`src/rtl/mix_columns_seq.sv`:
```
// mix_columns_seq
// Iterative AES MixColumns / InvMixColumns engine. It accepts one 128-bit
// state from the ShiftRows stage and transforms one 32-bit column per clock.
// It then presents the result to the AddRoundKey stage. The engine holds only
// one block at a time.
//
// Ports:
//   clk      system clock, every register updates on the rising edge
//   n_rst    synchronous active-low reset
//   i_state  input state, byte k = i_state[127-8k -: 8], column c = bytes 4c..4c+3
//   i_inv    0 = MixColumns, 1 = InvMixColumns, captured together with i_state
//   i_valid  upstream offers a state
//   o_ready  engine can accept a state (IDLE only)
//   o_state  result state, same byte ordering as i_state
//   o_valid  o_state holds a complete result
//   i_ready  downstream takes o_state
module mix_columns_seq #(
  parameter int NUM_COLS = 4
) (
  input  logic         clk,
  input  logic         n_rst,
  input  logic [127:0] i_state,
  input  logic         i_inv,
  input  logic         i_valid,
  output logic         o_ready,
  output logic [127:0] o_state,
  output logic         o_valid,
  input  logic         i_ready
);

  localparam int CW = $clog2(NUM_COLS);

  typedef enum logic [1:0] {IDLE, BUSY, DONE} state_t;

  state_t          state;
  logic [CW-1:0]   cnt;
  logic [127:0]    data_q;
  logic            inv_q;
  logic [31:0]     col_in;
  logic [31:0]     col_out;

  // Multiply by x in GF(2^8), reducing with the AES polynomial.
  function automatic logic [7:0] xtime(input logic [7:0] b);
    return {b[6:0], 1'b0} ^ (b[7] ? 8'h1b : 8'h00);
  endfunction

  // Constant multiply: XOR of the xtime chain picked by the constant's set bits.
  function automatic logic [7:0] gmul(input logic [7:0] b, input logic [7:0] k);
    logic [7:0] p;
    logic [7:0] t;
    p = 8'h00;
    t = b;
    for (int i = 0; i < 8; i++) begin
      if (k[i]) p = p ^ t;
      t = xtime(t);
    end
    return p;
  endfunction

  // Output byte r is the XOR over j of coeff[(j-r) mod 4] * a_j, so each row
  // sees the coefficient vector rotated by its own index.
  function automatic logic [31:0] mix_col(input logic [31:0] col, input logic inv);
    logic [7:0] a     [4];
    logic [7:0] coeff [4];
    logic [7:0] acc;
    logic [31:0] res;
    if (inv) begin
      coeff[0] = 8'h0e; coeff[1] = 8'h0b; coeff[2] = 8'h0d; coeff[3] = 8'h09;
    end else begin
      coeff[0] = 8'h02; coeff[1] = 8'h03; coeff[2] = 8'h01; coeff[3] = 8'h01;
    end
    for (int j = 0; j < 4; j++) a[j] = col[31-8*j -: 8];
    res = 32'h0;
    for (int r = 0; r < 4; r++) begin
      acc = 8'h00;
      for (int j = 0; j < 4; j++) acc = acc ^ gmul(a[j], coeff[(j - r + 4) % 4]);
      res[31-8*r -: 8] = acc;
    end
    return res;
  endfunction

  assign o_ready = (state == IDLE);

  // Pick the column addressed by the counter out of the captured block.
  always_comb begin
    col_in = 32'h0;
    for (int c = 0; c < NUM_COLS; c++) begin
      if (cnt == CW'(c)) col_in = data_q[127-32*c -: 32];
    end
  end

  assign col_out = mix_col(col_in, inv_q);

  // Main control: capture in IDLE, one column per edge in BUSY, then hold the
  // result in DONE until downstream takes it. Going to IDLE after the output
  // handshake keeps the two handshakes from happening on the same edge.
  always_ff @(posedge clk) begin
    if (!n_rst) begin
      state   <= IDLE;
      cnt     <= '0;
      o_valid <= 1'b0;
      o_state <= 128'h0;
      data_q  <= 128'h0;
      inv_q   <= 1'b0;
    end else begin
      case (state)
        IDLE: begin
          if (i_valid) begin
            data_q <= i_state;
            inv_q  <= i_inv;
            cnt    <= '0;
            state  <= BUSY;
          end
        end
        BUSY: begin
          for (int c = 0; c < NUM_COLS; c++) begin
            if (cnt == CW'(c)) o_state[127-32*c -: 32] <= col_out;
          end
          if (cnt == CW'(NUM_COLS - 1)) begin
            cnt     <= '0;
            state   <= DONE;
            o_valid <= 1'b1;
          end else begin
            cnt <= cnt + CW'(1);
          end
        end
        DONE: begin
          if (i_ready) begin
            state   <= IDLE;
            o_valid <= 1'b0;
          end
        end
        default: begin
          state   <= IDLE;
          o_valid <= 1'b0;
        end
      endcase
    end
  end

endmodule

```
`config.mk`:
```
export PLATFORM = sky130hd
export DESIGN_NAME = mix_columns_seq
export DESIGN_NICKNAME = d
export VERILOG_FILES = /design/src/rtl/mix_columns_seq.sv
export SDC_FILE = /design/constraint.sdc
export NUM_CORES = 1
export LEC_CHECK = 0
export ABC_AREA = 1
export BUFFER_PORTS_ARGS = -buffer_cell sky130_fd_sc_hd__buf_2
export CAP_MARGIN = 20
export CORE_MARGIN = 3
export CORE_UTILIZATION = 57
export DETAILED_ROUTE_END_ITERATION = 8
export PLACE_DENSITY = 0.81
export SYNTH_ARGS = -nofsm -noshare
export SYNTH_HDL_FRONTEND = slang
export SYNTH_SLANG_ARGS = --single-unit
```
`constraint.sdc`:
```
create_clock -name clk -period 3.05 [get_ports clk]
set_input_delay 0.61 -clock clk [delete_from_list [all_inputs] [get_ports clk]]
set_output_delay 0.61 -clock clk [all_outputs]
set_load 0.05 [all_outputs]
```
==> results of run 1 <==
## cell usage after synthesis (9+ instances only)
library cell,n
inv_2,10
o21ai_1,9
nand3b_1,9
xor2_1,71
buf_2,14
a21oi_2,10
nand2_2,43
nand3_1,226
clkbuf_1,83
nand3_2,14
xnor2_1,32
inv_1,202
nor2_1,209
dfxtp_1,262
a21oi_1,150
o21a_1,78
nand2_1,623
o21ai_0,195
buf_6,11
## critical path, delay by kind of cell, from the launching register on
family,cells,cell delay (ns)
buffers and inverters,3,0.37
AOI/OAI and AO/OA,3,0.77
adders and majority gates,1,0.18
DFF,1,0.35
and+or+nand+nor,7,1.04
xor gates and xnor gates,1,0.26
## metal layers
metal  up-vias  share of wire [%]  GRT usage, %
met2       842                 48          62.0
met4         0                4.8          13.7
li1       8098                  -             -
met1      7632                 39          45.4
met3       138                8.0          4.26
met5         -                  0             0
## cell families (layout without fill, tap and decap cells)
kind of cell | after synthesis | in the layout | share of synthesized area [%]
XOR/XNOR | 106 | 106 | 6.32
AO/OA/AOI/OAI | 468 | 468 | 17.7
buffers and inverters | 331 | 687 | 9.10
flip-flops | 262 | 262 | 34.5
AND/OR/NAND/NOR | 1144 | 1144 | 32.0
adder cells (fa/ha/maj) | 4 | 4 | 0.329
## sequential cells by signal (all words and copies together), names as in the netlist
register,count
state,2
cnt,2
o_state,128
data_q,128
o_valid,1
inv_q,1
## worst paths after layout
kind | startpoint | to | slack, ns | cells past startpoint
setup / recovery | cnt[1] | o_state[81] | 0.02 | 15
hold / removal | i_state[110] | data_q[110] | 0.31 | 3
setup reg to reg | cnt[1] | o_state[81] | 0.02 | 15
hold reg to reg | data_q[74] | data_q[74] | 0.45 | 2
## final cells by class
class	instances	share of cell area, %
timing repair buffer	429	14.7
tap	335	2.19
inverter	212	4.16
multi-input combinational	1722	47.2
sequential	262	27.4
clock inverter	10	0.386
clock buffer	36	3.97
## power by group through the flow
| stage | Combinational, mW | Clock (mW) | Sequential (mW) |
|---|---|---|---|
| after floorplan | 2.99 | 0 | 4.12 |
| final | 5.67 | 3.12 | 3.80 |
| after CTS | 5.35 | 3.14 | 3.79 |
| after detailed placement | 5.30 | 0 | 3.87 |
| after global routing | 6.09 | 3.27 | 3.82 |
| after global placement | 5.25 | 0 | 3.86 |
## timing repair
item                                    4_1_cts  5_1_grt
cloned                                        0        1
gates resized for setup                       9       91
endpoints found under the setup margin       34      123
buffers inserted                              1       12
pin swaps                                     1       15
hold endpoints to repair                      0        0
==> results_dict.tcl, run 1 <==
set metrics [dict create \
    rsz0062_at_grt "true" \
    grt_pass1_vias 15300 \
    antenna_found_initial 0 \
    pwr-share-seq_pct 30.2 \
    clockPowerShare_pct 24.8 \
    die-area_mm2 0.0287 \
    final_cell_mix "nand2_1 (591), buf_2 (261), dfxtp_1 (259), nand3_1 (214), nor2_1 (203)" \
    hold_path_class "primary input to flip-flop" \
    layout_commonest_cell "nand2_1" \
    synth_top_area_cell "dfxtp_1" \
    min_period_ns 3.03 \
    firstDrtPassIters 7 \
    crit_required_ns 3.53 \
    fp.dieW_um 169 \
    clk_path_buf_depth 3 \
    io_buffers 262 \
    synth_nets 2452 \
    cp_slowest_stage_delay_ns 0.35 \
    hold_buffers 0 \
    gp_congestion 1.01 \
    grt_pass1_wl_um 81400 \
    tightest_slew_ns 0.695 \
    initial_core_util_pct 58.2 \
    cp_slowest_cell "dfxtp_2" \
    endpoint_kind "flip-flop" \
    synthCells 2315 \
    final_cells 3006 \
    cts_tree "done" \
    h-tree-depth 1 \
    fillers 2177 \
    crit_path_frequent_cell "nand2_1" \
    cp_max_fo 5 \
    ios 263 \
    worstPathArrival_ns 3.51 \
    yosysUniqueCellTypes 39 \
    grt_max_degree 132 \
    drt_iter0_markers 1643 \
    grtUsageTotal_pct 35.6 \
    cp-start-kind "flip-flop" \
    synth_area_leaders "dfxtp_1 (34%), nand2_1 (15%), nand3_1 (7.4%)" \
    synth_top_area_share_pct 34.5 \
    placed_cell_area_mm2 0.0178 \
    synth-edff-count 0 \
    place_hpwl_um 41200 \
    place_ws_ns -0.118 \
    criticalPathCategory "flip-flop to flip-flop" \
    power_frac_comb_pct 45.0 \
    grt_overflow 0 \
    antenna_cells 0 \
    multiInputGateArea_mm2 0.00902 \
    path_cells "inv_2 > ha_4 > inv_2 > buf_4 > nand2_1 > nand3_1 > a21oi_2 > nand2_1 > nand3_1 > nand2_1 > o21ai_2 > xnor2_1 > nand3b_1 > nand2_1 > a21oi_1" \
    drv_cap 0 \
    p_total_mw 12.6 \
    core_area_mm2 0.0261 \
    antenna_left 0 \
    finalCritPeriodShare_pct 99.3 \
    vias_per_cell 5.56 \
    cts_made_buffers 27 \
    clk_latency_ns 0.55 \
    ys_seq_area_share_pct 34.5 \
    status "complete, no violations" \
    num-nets-final 2791 \
    setup_viol 0 \
    cts_num_sinks 262 \
    relSlewSlack_pct 53.5 \
    routed_wl_um 54100 \
    synth_top_flop_cell "dfxtp_1" \
    vias 16700 \
    yosysWarnings 0 \
    dp_cells 2946 \
    fmax_mhz 330 \
    powerDensity_mw_per_mm2 658 \
    drive_gt1_share_pct 24.5 \
    ir_drop_mv 0.499 \
    clk_pin_slew_ns 0.07 \
    syn_area_mm2 0.0152 \
    power.internal_mw 7.33 \
    leakage_nw 9.84 \
    netSwitchingFraction_pct 41.8 \
    root_buffer "clkbuf_16" \
    finalMaxSlewViolations 0 \
    synthArstFlopShare_pct 0 \
    fin_tns_setup_ns 0 \
    timing.hold.ws_ns 0.312 \
    finClkSkew_ns 0.0227 \
    final_util_pct 73.2 \
    syn_area_per_cell_um2 6.57 \
    finalHoldViolCount 0 \
    row_count 59 \
    design_area_mm2 0.0191 \
    syn_to_final_growth_pct 25.7 \
    setup_ws_ns 0.0210 \
    die_height_um 169 \
    ys_ff_latch 262 \
    regArea_mm2 0.00525 \
    drc 0 \
    switchingPower_mw 5.26 \
    post_drt_wl_per_cell_um 18.0 \
]
(Power assumes the default switching activity.)
==> run 2: changes to the inputs <==
GPL_TIMING_DRIVEN = 0   (was default)
==> run 2 against run 1 <==
  * The run now ends with setup timing left
  * Maximum frequency shrank 0.93%
  * Total power grew 7.2%
  * Clock power grew 18%
  * Clock-buffer cell count shrank 3
  * Wire length grew 16%
  * Critical path depth grew 4
  * Via count grew 7.1%
  * Cell count grew 0.50%
  * Utilization grew 2.1 points
  * Largest power group unchanged
==> results_dict.tcl, run 2 (synthesized netlist as in run 1, its figures left out) <==
set metrics [dict create \
    status "complete, but fails checks" \
    cts_num_sinks 262 \
    root_buffer "clkbuf_16" \
    num-nets-final 2801 \
    reg.largest.list "data_q x128, o_state x128" \
    die-area_mm2 0.0287 \
    crit_path_frequent_cell "nand2_1" \
    place_hpwl_um 47000 \
    drt_iter0_markers 2289 \
    die_height_um 169 \
    crit_required_ns 3.50 \
    initial_core_util_pct 58.2 \
    setup_viol 1 \
    clk_latency_ns 0.56 \
    row_count 59 \
    cp_max_fo 10 \
    drv_cap 0 \
    syn_to_final_growth_pct 29.4 \
    ir_drop_mv 0.569 \
    clk_pin_slew_ns 0.06 \
    relSlewSlack_pct 37.5 \
    cp_num_buf_inv 3 \
    post_drt_wl_per_cell_um 20.8 \
    hold_path_class "primary input to flip-flop" \
    finalCritPeriodShare_pct 100 \
    cp_slowest_stage_delay_ns 0.37 \
    leakage_nw 9.88 \
    cp-start-kind "flip-flop" \
    gp_congestion 0.995 \
    finClkSkew_ns 0.0157 \
    layout_commonest_cell "nand2_1" \
    grt_pass1_vias 16600 \
    rsz0062_at_grt "true" \
    criticalPathCategory "flip-flop to flip-flop" \
    ios 263 \
    clk_path_buf_depth 3 \
    path_cells "inv_2 > ha_4 > buf_6 > a21oi_2 > nand2_2 > a21boi_4 > nand2_2 > nand2_2 > nand2_2 > nand4_1 > nand2_1 > nand2_1 > nand2_1 > nand2_1 > nand2_1 > nand2_4 > nand3_1 > nand2_1 > inv_1" \
    finalMaxSlewViolations 0 \
    io_buffers 261 \
    tightest_slew_ns 0.937 \
    firstDrtPassIters 6 \
    drive_gt1_share_pct 25.4 \
    grt_max_degree 15 \
    min_period_ns 3.06 \
    antenna_left 0 \
    antenna_found_initial 0 \
    path_delay_family "simple AND/OR/NAND/NOR gates" \
    cts_made_buffers 27 \
    vias_per_cell 5.92 \
    grt_pass1_wl_um 91900 \
    grtUsageTotal_pct 41.2 \
    worstPathArrival_ns 3.51 \
    cts_tree "done" \
    p_total_mw 13.5 \
    finalHoldViolCount 0 \
    violations "setup timing" \
    powerDensity_mw_per_mm2 685 \
    routed_wl_um 62800 \
    h-tree-depth 1 \
    core_area_mm2 0.0261 \
    final_cell_mix "nand2_1 (539), buf_2 (270), dfxtp_1 (260), nor2_1 (206), nand3_1 (200)" \
    grt_overflow 0 \
    vias 17900 \
    drc 0 \
    setup_ws_ns -0.00753 \
    place_ws_ns -0.658 \
    cp_slowest_cell "dfxtp_4" \
    fmax_mhz 327 \
    fp.dieW_um 169 \
    endpoint_kind "flip-flop" \
]
==> run 2: cell types whose count changed in the layout (fill, tap and decap cells not counted), moves of 15 or more <==
cell      previous run  this run
buf_4              147        55
clkbuf_1             4        86
nand2_1            591       539
nand2_2             69        96
nand2_4             10        34
a21oi_1            140       125
==> run 2: final cells by class <==
cell class                 instances  area (um2)
multi-input combinational       1722        9710
fill                            2034        6440
sequential                       262        5250
timing repair buffer             320        1840
inverter                         212         821
clock buffer                      33         718
buffer                           119         662
tap                              335         419
clock inverter                    17         263
antenna                            1        2.50
==> run 2: stage by stage <==
| step | hold slack (ns) | setup TNS (ns) | area, um2 | cells | utilization [%] |
|---|---|---|---|---|---|
| 5_1_grt | 0.315 | -1.02 | 19700 | 3020 | 75.3 |
| 3_5_place_dp | 0.444 | -49.07 | 16900 | 2911 | 64.8 |
| 2_1_floorplan | 0.425 | 0 | 15200 | 2315 | - |
| 6_report | 0.297 | -0.00753 | 19700 | 3021 | 75.3 |
| 3_3_place_gp | 0.440 | -43.98 | 16900 | 2911 | 64.8 |
| 4_1_cts | 0.294 | -0.0184 | 18600 | 2981 | 71.1 |
==> run 2: tightest hold or removal path, cell delays in order <==
cell and delay, ns:
buf_2 0.07, o21ai_0 0.07, nor2_1 0.07
==> run 2: path summary, 6_finish.rpt <==
check                   start      endpoint  slack, ns  depth (start not counted)
hold reg to reg    data_q[44]    data_q[44]       0.46                          2
setup / recovery       cnt[1]  o_state[108]     -0.008                         19
hold / removal    i_state[93]    data_q[93]       0.30                          3
setup reg to reg       cnt[1]  o_state[108]     -0.008                         19
==> run 2: power breakdown <==
| part | total, mW | switching, mW | internal, mW |
|---|---|---|---|
| logic | 6.01 | 4.15 | 1.85 |
| clock network | 3.69 | 1.49 | 2.20 |
| registers | 3.80 | 0.141 | 3.66 |
| total | 13.5 | 5.78 | 7.71 |
==> run 2: metal layers <==
metal	GRT usage, %	share of wire (%)	vias up
met4	25.5	7.7	0
met5	0	0	-
met1	50.7	37	8267
met3	6.15	9.3	299
met2	68.0	46	1178
li1	-	-	8148
==> run 2: timing repair <==
action	CTS	global route
hold buffers	0	0
gates cloned	0	1
pin swaps	17	47
setup buffers	20	38
setup endpoints to repair	128	128
gates resized for setup	112	189
